[config.mk]
export PLATFORM = sky130hd
export DESIGN_NAME = dump_ctl
export DESIGN_NICKNAME = d
export VERILOG_FILES = /design/src/rtl/dump_pkg.sv /design/src/rtl/tx_pacer.sv /design/src/rtl/dump_ctl.sv
export SDC_FILE = /design/constraint.sdc
export NUM_CORES = 1
export LEC_CHECK = 0
export BUFFER_PORTS_ARGS = -buffer_cell sky130_fd_sc_hd__buf_4
export CAP_MARGIN = 20
export CORE_MARGIN = 3
export CORE_UTILIZATION = 30
export CTS_CLUSTER_SIZE = 8
export DETAILED_ROUTE_END_ITERATION = 16
export GPL_TIMING_DRIVEN = 0
export PLACE_DENSITY = 0.56
export SETUP_SLACK_MARGIN = 0.02
export SLEW_MARGIN = 20
export SYNTH_ARGS = -nofsm -noshare
export SYNTH_HDL_FRONTEND = slang
export SYNTH_SLANG_ARGS = --single-unit
[constraint.sdc]
create_clock -name clk -period 2.49 [get_ports clk]
set_clock_uncertainty 0.15 [all_clocks]
set_input_delay 0.3735 -clock clk [delete_from_list [all_inputs] [get_ports clk]]
set_output_delay 0.3735 -clock clk [all_outputs]
set_load 0.02 [all_outputs]
[src/rtl/dump_pkg.sv]
// Shared definitions for the debug-dump sequencer: FSM encodings,
// dump port widths and the fixed header/substitute byte values.
// Optional build macro: DUMP_CHECKSUM_EN adds the CSUM state.
package dump_pkg;

  localparam int CS_W  = 3;
  localparam int POS_W = 5;

  localparam logic [7:0] HDR_BASE_DEF = 8'hA0;
  localparam logic [7:0] SUB_BYTE     = 8'hEE;

`ifdef DUMP_CHECKSUM_EN
  typedef enum logic [2:0] {
    S_IDLE, S_HDR, S_ADDR, S_WAITV, S_SEND, S_TXGAP, S_NEXT, S_CSUM
  } state_t;
`else
  typedef enum logic [2:0] {
    S_IDLE, S_HDR, S_ADDR, S_WAITV, S_SEND, S_TXGAP, S_NEXT
  } state_t;
`endif

endpackage

[src/rtl/tx_pacer.sv]
// One-byte hand-off to the UART transmitter. A request fires when the
// transmitter is idle. The strobe is registered, so o_tx_data is stable
// for the whole strobe cycle, and a guard keeps strobes at least three
// cycles apart even when the requester re-requests immediately.
module tx_pacer (
  input  logic       clk,
  input  logic       rst,
  input  logic       req,
  input  logic [7:0] tx_byte,
  input  logic       i_tx_busy,
  output logic       o_tx_wr,
  output logic [7:0] o_tx_data,
  output logic       done
);

  logic gap_q;

  assign done = req & ~i_tx_busy & ~o_tx_wr & ~gap_q;

  // Register the strobe, the byte it carries, and the guard cycle after it.
  always_ff @(posedge clk or posedge rst) begin
    if (rst) begin
      o_tx_wr   <= 1'b0;
      o_tx_data <= 8'h00;
      gap_q     <= 1'b0;
    end else begin
      o_tx_wr <= done;
      gap_q   <= o_tx_wr;
      if (done) o_tx_data <= tx_byte;
    end
  end

endmodule

[src/rtl/dump_ctl.sv]
// Debug-dump sequencer. It walks every unit and FIFO entry of the CPU
// dump port. For each unit it sends a header byte, then one byte per
// entry. A read that times out is replaced by a substitute byte and
// flags o_err.
// Optional build macro: DUMP_CHECKSUM_EN appends an XOR checksum byte.
//
// state | meaning
// IDLE  | waiting for i_start; dump port holds its last select/pos
// HDR   | load header byte HDR_BASE | chip
// ADDR  | present chip/pos on the dump port, clear the read timer
// WAITV | wait for i_dmp_valid or the read timeout
// SEND  | hand the byte to tx_pacer once the transmitter is idle
// TXGAP | one settle cycle so the transmitter's busy can rise
// NEXT  | advance pos, then chip, or finish
// CSUM  | load the checksum byte (DUMP_CHECKSUM_EN only)
module dump_ctl
  import dump_pkg::*;
#(
  parameter int         NCHIPS   = 5,
  parameter int         DEPTH    = 32,
  parameter int         TIMEOUT  = 16,
  parameter logic [7:0] HDR_BASE = HDR_BASE_DEF
) (
  input  logic             clk,
  input  logic             i_rst,
  input  logic             i_start,
  output logic [CS_W-1:0]  o_dmp_chip_select,
  output logic [POS_W-1:0] o_dmp_fifo_pos,
  input  logic [7:0]       i_dmp_data,
  input  logic             i_dmp_valid,
  input  logic             i_tx_busy,
  output logic             o_tx_wr,
  output logic [7:0]       o_tx_data,
  output logic             o_active,
  output logic             o_err
);

  localparam int TMO_W = (TIMEOUT > 1) ? $clog2(TIMEOUT) : 1;
  localparam logic [CS_W-1:0]  CHIP_LAST = CS_W'(NCHIPS - 1);
  localparam logic [POS_W-1:0] POS_LAST  = POS_W'(DEPTH - 1);
  localparam logic [TMO_W-1:0] TMO_LAST  = TMO_W'(TIMEOUT - 1);

  state_t             state, state_nx;
  logic [CS_W-1:0]    chip;
  logic [POS_W-1:0]   pos;
  logic [TMO_W-1:0]   tmo;
  logic [7:0]         byte_q;
  logic               hdr_flag;
  logic               pace_done;
`ifdef DUMP_CHECKSUM_EN
  logic [7:0]         csum;
  logic               csum_flag;
`endif

  assign o_active = (state != S_IDLE);

  // State register.
  always_ff @(posedge clk or posedge i_rst) begin
    if (i_rst) state <= S_IDLE;
    else       state <= state_nx;
  end

  // Next-state decode; i_start only matters in IDLE, so it is ignored mid-dump.
  always_comb begin
    state_nx = state;
    case (state)
      S_IDLE:  if (i_start) state_nx = S_HDR;
      S_HDR:   state_nx = S_SEND;
      S_ADDR:  state_nx = S_WAITV;
      S_WAITV: if (i_dmp_valid || tmo == TMO_LAST) state_nx = S_SEND;
      S_SEND:  if (pace_done) state_nx = S_TXGAP;
      S_TXGAP: begin
        if (hdr_flag) state_nx = S_ADDR;
`ifdef DUMP_CHECKSUM_EN
        else if (csum_flag) state_nx = S_IDLE;
`endif
        else state_nx = S_NEXT;
      end
      S_NEXT: begin
        if (pos != POS_LAST)        state_nx = S_ADDR;
        else if (chip != CHIP_LAST) state_nx = S_HDR;
`ifdef DUMP_CHECKSUM_EN
        else                        state_nx = S_CSUM;
`else
        else                        state_nx = S_IDLE;
`endif
      end
`ifdef DUMP_CHECKSUM_EN
      S_CSUM:  state_nx = S_SEND;
`endif
      default: state_nx = S_IDLE;
    endcase
  end

  // Counters, byte register, dump-port address and sticky error flag.
  always_ff @(posedge clk or posedge i_rst) begin
    if (i_rst) begin
      chip              <= '0;
      pos               <= '0;
      tmo               <= '0;
      byte_q            <= 8'h00;
      hdr_flag          <= 1'b0;
      o_err             <= 1'b0;
      o_dmp_chip_select <= '0;
      o_dmp_fifo_pos    <= '0;
`ifdef DUMP_CHECKSUM_EN
      csum              <= 8'h00;
      csum_flag         <= 1'b0;
`endif
    end else begin
      case (state)
        S_IDLE: if (i_start) begin
          chip  <= '0;
          pos   <= '0;
          o_err <= 1'b0;
`ifdef DUMP_CHECKSUM_EN
          csum      <= 8'h00;
          csum_flag <= 1'b0;
`endif
        end
        S_HDR: begin
          byte_q   <= HDR_BASE | {{(8 - CS_W){1'b0}}, chip};
          hdr_flag <= 1'b1;
        end
        S_ADDR: begin
          o_dmp_chip_select <= chip;
          o_dmp_fifo_pos    <= pos;
          tmo               <= '0;
        end
        S_WAITV: begin
          if (i_dmp_valid) begin
            byte_q <= i_dmp_data;
          end else if (tmo == TMO_LAST) begin
            byte_q <= SUB_BYTE;
            o_err  <= 1'b1;
          end else begin
            tmo <= tmo + 1'b1;
          end
        end
`ifdef DUMP_CHECKSUM_EN
        S_SEND: if (pace_done) csum <= csum ^ byte_q;
        S_CSUM: begin
          byte_q    <= csum;
          csum_flag <= 1'b1;
        end
`endif
        S_TXGAP: hdr_flag <= 1'b0;
        S_NEXT: begin
          if (pos != POS_LAST) begin
            pos <= pos + 1'b1;
          end else if (chip != CHIP_LAST) begin
            chip <= chip + 1'b1;
            pos  <= '0;
          end
        end
        default: ;
      endcase
    end
  end

  tx_pacer u_pacer (
    .clk       (clk),
    .rst       (i_rst),
    .req       (state == S_SEND),
    .tx_byte   (byte_q),
    .i_tx_busy (i_tx_busy),
    .o_tx_wr   (o_tx_wr),
    .o_tx_data (o_tx_data),
    .done      (pace_done)
  );

endmodule
==> metrics list, run 1 <==
- The flow ran to the end, and the final reports show no timing, DRC or antenna violations.
- The synthesized netlist contains 50 unique library cells.
* Share of the synthesized netlist area taken by xor and xnor gates: 0.420%
- The synthesized netlist devotes 12.5% of its cell area to compound gates.
* I/O pins: 32
* Die footprint: 7990 µm²
- The area growth from synthesis to layout is 21.1%.
- The worst setup path is launched from a flip-flop.
- Asr flop ratio synth: 100%
* Clock tree root buffer cell: sky130_fd_sc_hd__clkbuf_8
- In this run the static leakage power is 1.19 nW.
* Crit Reg-Reg Startpoint: tmo[0]$_DFFE_PP0P_
* Synth Area per Inst: 11.7 µm²
* Width of the die: 89.4 µm
- Once the clock tree was built, the resizer swapped 0 gates to a different size.
- Synthesis handed over a netlist of 178 instances.
- Of the total synthesized cell area, the portion taken by AND, OR, NAND and NOR gates is 13.4%.
- Combined area of all synthesized cells: 2090 µm²
- Clock-pin slew was measured on the worst setup and hold paths at 0.09 ns.
- Sequential cells were found to cover 51.6% of the synthesized design area.
* Area of all placed cells without fillers: 2530 µm²
- Via density per instance: 4.86
* Initial antenna violation count: 0
* Routed wire per std cell: 14.2 µm
- Yosys printed 0 warnings.
* Highest Clock Rate: 484 MHz
* Cell area power density: 995 nW/µm²
- Global routing finished with a remaining overflow of 0.
- The worst path needs 2.07 ns of the cycle, external delays included.
- TritonCTS clock tree: done
* Combined global-route utilization of all metal layers: 12.0%
- Number of global-route vias before repair: 1517
- Net Count, Synth: 197
* Dominant combinational cell family by area after synthesis: multiplexers
- First-pass GRT wire length: 7380 µm
- Post-detailed-placement half-perimeter wirelength: 3070 µm
- In this run the worst setup path begins at state[0]$_DFFE_PP0P_.
- Setup violators final: 0
- In the final layout, the share of cells above drive strength 1 is 33.5%.
* Hold Crit Class: in -> reg
- Among all flip-flop cells after synthesis, the most frequent one is sky130_fd_sc_hd__dfrtp_1.
- For this block, the initial DRC count from the detailed router was 79.
* Mux cell area share after synthesis: 14.3%
- Number of diodes: 0
* Largest area contributor in the netlist: sky130_fd_sc_hd__dfrtp_1
- Routed vias: 1433
* Number of filler instances in the final layout: 658
- Yosys attributes the largest share of cell area to sky130_fd_sc_hd__dfrtp_1 52%, sky130_fd_sc_hd__mux2_2 9.7%, sky130_fd_sc_hd__ha_1 3.6%.
* Routability Congestion: 0.775
* Logic depth of the worst register-to-register path: 4
- Setup repair after global routing left no endpoint under its margin.
- DRC violations left: 0
- Number of nets with antenna violations after routing: 0
- H-tree lvl count: 2
- Once the floorplan was initialized, standard cells occupied 31.9% of the core.
- Die Y: 89.4 µm
- The setup path with the least slack is of type reg -> out.
- In this run, synthesis inferred 0 flip-flops with an integrated enable.
* Cts bufs inserted: 5
- Area of placed instances: 2430 µm²
- WP data arrival: 1.54 ns
- Synthesis inferred 43 register bits.
- Area share of the largest cell type after synthesis: 51.6%
- Wires add up to 4200 µm.
- Setup total negative slack on the finished layout was measured at 0 ns.
* Worst Path Required: 1.97 ns
- Across all register-to-register paths, the minimum setup slack is 0.47 ns.
- In this run the critical register-to-register path is captured at byte_q[2]$_DFFE_PP0P_.
* Maximum number of pins on one net before global-route repair: 30
* Number of clock sinks: 43
- The longest clock path from root to sink contains 2 buffers.
- Count of TritonRoute iterations in the first routing pass: 4
* Clock network latency to the later pin of the worst-skew pair: 0.29 ns
* Post-CTS Repair Setup Buffers: 0
- Ratio of final minimum period to clock period: 83.0%
- Final hold viol count: 0
- Number of input and output port buffers inserted: 30
- Across the VDD grid, the largest voltage drop is 0.000356 V.
- Biggest fanout along the worst timing path: 10
- For the pin with the worst max-slew slack, the measured transition is 0.701 ns.
- Placed cell count: 286
* Max-slew headroom: 52.6%
* Max-cap violations: 0
- The region available for standard cell placement spans 6530 µm².
- Non-filler instance count after layout: 295
* Crit end category: output port
* Max-slew violation total from the final report: 0
- Destination of the critical timing path: o_active
- At the end of the flow, the number of nets in the layout was 236.
- # rows: 29
* Post-synthesis adder-cell area fraction: 3.60%
- Start point of the worst hold path: i_dmp_data[5]
-- routing by layer --
layer  global-route usage (%)  vias up  part of all wire (%)
li1                         -      713                     -
met1                     16.4      692                    48
met2                     18.8       23                    47
met3                     2.95        5                   4.1
met4                     3.25        0                  0.90
met5                        0        -                     0
-- what timing repair did --
action	CTS	global route
hold buffers	1	0
setup endpoints to repair	0	0
endpoints found under the hold margin	14	0
-- logic make-up after synthesis --
kind of cell | after synthesis
simple gates | 46
flops | 43
compound gates | 34
mux | 27
buf+inv | 21
fa+ha+maj | 6
xor+xnor | 1
-- worst max-delay path, stage by stage (launching register included) --
cell	delay (ns)
sky130_fd_sc_hd__dfrtp_1	0.43
sky130_fd_sc_hd__clkbuf_1	0.26
sky130_fd_sc_hd__or3_1	0.40
sky130_fd_sc_hd__buf_4	0.16
-- per-stage QoR --
step           total power [W]  worst slack [ns]  hold slack (ns)  utilization, %
2_1_floorplan          0.00177             0.664            0.299               -
3_3_place_gp           0.00208             0.321            0.276            36.9
3_5_place_dp           0.00210             0.450            0.215            37.2
4_1_cts                0.00256             0.407            0.129            38.7
5_1_grt                0.00272             0.333            0.120            38.7
6_report               0.00251             0.424            0.137            38.7
-- Yosys cell counts, types with 2 or more instances --
library cell and count:
sky130_fd_sc_hd__a21oi_1 5, sky130_fd_sc_hd__buf_2 3, sky130_fd_sc_hd__nand2b_1 4, sky130_fd_sc_hd__clkbuf_1 2, sky130_fd_sc_hd__a22o_1 2, sky130_fd_sc_hd__or4b_1 2
sky130_fd_sc_hd__nand3_1 8, sky130_fd_sc_hd__dfrtp_1 43, sky130_fd_sc_hd__a32o_1 2, sky130_fd_sc_hd__mux2_2 18, sky130_fd_sc_hd__nor2b_1 3, sky130_fd_sc_hd__o22a_2 2
sky130_fd_sc_hd__o21ai_0 9, sky130_fd_sc_hd__a31oi_1 2, sky130_fd_sc_hd__ha_1 6, sky130_fd_sc_hd__mux2i_1 7, sky130_fd_sc_hd__inv_1 13, sky130_fd_sc_hd__nor4_1 2
sky130_fd_sc_hd__and3b_1 2, sky130_fd_sc_hd__nand2_1 12, sky130_fd_sc_hd__and3_1 2
-- worst min-delay path by stage --
| stage | cells after the start | end |
|---|---|---|
| 2_1_floorplan | 2 | hdr_flag$_DFFE_PP0P_ |
| 3_3_place_gp | 0 | u_pacer.gap_q$_DFF_PP0_ |
| 3_5_place_dp | 2 | o_dmp_chip_select[0]$_DFFE_PP0N_ |
| 4_1_cts | 2 | byte_q[7]$_DFFE_PP0P_ |
| 5_1_grt | 2 | byte_q[5]$_DFFE_PP0P_ |
| 6_report | 2 | byte_q[5]$_DFFE_PP0P_ |
-- state kept, by name, summed over array words and instances (netlist names), 3 cells and up --
name and cells:
byte_q 8, o_dmp_fifo_pos 5, pos 5, u_pacer.o_tx_data 8, state 3, tmo 4, o_dmp_chip_select 3, chip 3
-- cell type report --
cell class / instances / area (µm²) / area share, %
Buffer: 7 / 33.8 / 1.34
Sequential cell: 43 / 1080 / 42.6
Timing Repair Buffer: 32 / 255 / 10.1
Multi-Input combinational cell: 114 / 923 / 36.6
Inverter: 14 / 52.6 / 2.08
Clock inverter: 3 / 20.0 / 0.792
Clock buffer: 5 / 68.8 / 2.72
Tap cell: 77 / 96.3 / 3.81
-- where the power goes --
part	leakage (nW)	switching (W)	internal [W]	total (W)
combinational	0.583	0.000511	0.000462	0.000973
clock	0.0402	0.000249	0.000195	0.000445
sequential	0.564	0.000173	0.000922	0.00110
-- cell usage in the layout (no fill, tap or decap), drive strengths merged, types with 2 or more instances in the layout --
master	instances
nor2	2
clkbuf	7
o21ai	9
a22o	2
a32o	2
or4b	2
dfrtp	43
a21oi	5
a31oi	2
nand2	12
nor4b	2
mux2	20
o22a	2
nor2b	3
buf	36
inv	14
clkinvlp	2
nand3	9
ha	6
and3b	2
mux2i	7
and3	2
a211o	2
nor4	2
nand2b	4
Note: power is estimated with default switching activity, not from simulation.
==> run 2: changes to the inputs <==
==> constraint.sdc (replaced) <==
create_clock -name clk -period 2.1 [get_ports clk]
set_clock_uncertainty 0.15 [all_clocks]
set_input_delay 0.315 -clock clk [delete_from_list [all_inputs] [get_ports clk]]
set_output_delay 0.315 -clock clk [all_outputs]
set_load 0.02 [all_outputs]
==> metrics list, run 2 (synthesis gave the netlist of run 1 again) <==
* Outcome: finished, final reports clean
* # rows: 29 (unchanged)
- The buffer levels on the longest clock path was 2 (unchanged).
- The total die area is 7990 µm² (unchanged).
* Commonest non-fill, non-tap cell in the layout: sky130_fd_sc_hd__dfrtp_1
- The worst hold slack is 0.0788 ns (-0.0582 ns).
- The worst setup path is launched from a flip-flop.
- Transition time at the pin with the least slew margin: 0.790 ns (+0.0892 ns)
* Count of routing violations after the opening detailed-route iteration: 53 (-33%)
- The boundary pin count came to 32 (unchanged).
* H-tree lvl count: 2 (unchanged)
- Via density per instance: 4.89 (+0.76%)
* Layout cells sized above 1: 35.0% (+1.5 points)
- Ratio of final minimum period to clock period: 96.0%
- The path class of the tightest hold or removal check is in -> reg.
- Worst Path Required: 1.63 ns (-0.34 ns)
- CP cell instances: clkbuf_1, or3_1, buf_4
- The later-pin clock latency in the skew report was 0.29 ns (about the same).
- The relative max-transition margin came to 46.6% (-6.0 points).
- The setup TNS came to 0 ns (unchanged).
* Clock-pin transition on the worst setup and hold timing paths: 0.09 ns (about the same)
- Critical-path cell with the highest stage delay: sky130_fd_sc_hd__dfrtp_1
* Final worst path period need: 2.02 ns
- Post-detailed-placement half-perimeter wirelength: 3070 µm (unchanged)
* Post-layout nets: 235 (-0.42%)
- The total congestion overflow was 0 (unchanged).
- The number of cells in the design after placement came to 286 (unchanged).
- Multi-input logic area: 945 µm² (+2.3%)
* Initial core utilization: 31.9% (unchanged)
* Setup violators final: 0 (unchanged)
- Layout overhead on the synthesized area: 22.0%
- Max-slew violation total from the final report: 0 (unchanged)
* DRC violations left: 0 (unchanged)
- The cell sitting at the root of the clock tree is a sky130_fd_sc_hd__clkbuf_8.
* First-pass GRT wire length: 7380 µm (unchanged)
- The maximum vdd drop is 0.000423 V (+19%).
* Cts bufs inserted: 5 (unchanged)
- The wire length per cell after detailed routing came to 14.4 µm (+1.2%).
* Number of input and output port buffers inserted: 30 (unchanged)
* Number of diodes: 0 (unchanged)
- Routed vias: 1439 (+0.42%)
* Area of all sequential standard cells: 1080 µm² (unchanged)
- The total clock sinks is 43 (unchanged).
- The share of the core filled with cells is 38.9% (+0.27 points).
- Biggest fanout along the worst timing path: 10 (unchanged)
* Final hold viol count: 0 (unchanged)
- Die Y: 89.4 µm (unchanged)
- Non-filler instance count after layout: 294 (-0.34%)
- Width of the die: 89.4 µm (unchanged)
- Count of TritonRoute iterations in the first routing pass: 4 (unchanged)
* Area of all placed cells without fillers: 2540 µm² (+0.69%)
- Biggest regs: byte_q x8, u_pacer.o_tx_data x8
* Routability Congestion: 0.775 (unchanged)
- Number of global-route vias before repair: 1517 (unchanged)
* Critical Setup Path Class: reg -> out
- Max-cap violations: 0 (unchanged)
* Standard cell core area: 6530 µm² (unchanged)
- The static leakage is 1.19 nW (about the same).
- Area of placed instances: 2430 µm² (unchanged)
- Number of filler instances in the final layout: 657 (-0.15%)
- TritonCTS clock tree: done
- The global routing usage summed across all routing layers came to 12.0% (unchanged).
- In the layout the commonest cells are 43 x sky130_fd_sc_hd__dfrtp_1, 31 x sky130_fd_sc_hd__buf_4, 18 x sky130_fd_sc_hd__mux2_2.
- The final wirelength came to 4240 µm (+0.88%).
- Cell area power density: 1180 nW/µm² (+19%)
- The pin count of the biggest net entering global routing was 30 (unchanged).
- STA classifies the critical path endpoint as an output port.
- Slowest Stage Delay on Critical Path: 0.43 ns (about the same)
* CP delay by family, top: flip-flops
* WP data arrival: 1.55 ns (about the same)
- Initial antenna violation count: 0 (unchanged)
- Timing would allow up to 496 MHz.
- The count of nets left with antenna violations after detail routing is 0 (unchanged).
- Setup repair after global routing left no endpoint under its margin.
- Worst path bufs/invs: 2 (unchanged)
## run 2: cell count changes in the layout (fill, tap and decap cells not counted), sizes merged
cell / delta
buf: -1
## run 2: stage by stage
stage / setup WS [ns] / total power (W)
after floorplan: 0.274 / 0.00210
after global placement: -0.0109 / 0.00246
after detailed placement: 0.0599 / 0.00249
after CTS: 0.0368 / 0.00303
after global routing: 0.0124 / 0.00325
final: 0.0833 / 0.00301
## run 2: final cells by class
cell class | instances | area share [%]
flip-flops and latches | 43 | 42.3
multi-input cells | 114 | 37.1
repair buffers | 32 | 10.0
well taps | 77 | 3.79
clock buffers | 5 | 2.71
inverters | 14 | 2.07
plain buffers | 6 | 1.18
clock inverters | 3 | 0.787
## run 2: path summary, 6_finish.rpt
path                                             end                      start  depth (start not counted)  slack [ns]
min reg2reg                  u_pacer.gap_q$_DFF_PP0_  u_pacer.o_tx_wr$_DFF_PP0_                          0        0.29
min                            byte_q[5]$_DFFE_PP0P_              i_dmp_data[5]                          2        0.08
min in group asynchronous  u_pacer.o_tx_wr$_DFF_PP0_                      i_rst                          3        0.39
max                                         o_active       state[0]$_DFFE_PP0P_                          3        0.08
max reg2reg                       pos[3]$_DFFE_PP0P_         pos[0]$_DFFE_PP0P_                          5        0.11
max in group asynchronous       state[2]$_DFFE_PP0P_                      i_rst                          4        0.95
## run 2: metal layers
layer / GRT usage (%) / routed length (µm) / vias up
met4: 3.25 / 30 / 0
met5: 0 / 0 / -
met2: 18.8 / 1990 / 21
met3: 2.95 / 158 / 2
met1: 16.4 / 2060 / 706
li1: - / - / 710
## run 2: power by group
group,internal [W],switching (W)
sequential,0.00109,0.000216
clock,0.000232,0.000295
combinational,0.000557,0.000613
## run 2: worst reg2reg max path, cell delays in order, from the launching register on
cell	delay (ns)
sky130_fd_sc_hd__dfrtp_1	0.42
sky130_fd_sc_hd__ha_1	0.19
sky130_fd_sc_hd__and3_1	0.20
sky130_fd_sc_hd__ha_1	0.19
sky130_fd_sc_hd__or4b_1	0.45
sky130_fd_sc_hd__a32o_1	0.27
## run 2: what timing repair did
action,4_1_cts,5_1_grt
gates resized for setup,0,4
endpoints found under the hold margin,14,0
setup buffers,0,0
hold buffers,1,0
endpoints found under the setup margin,0,6
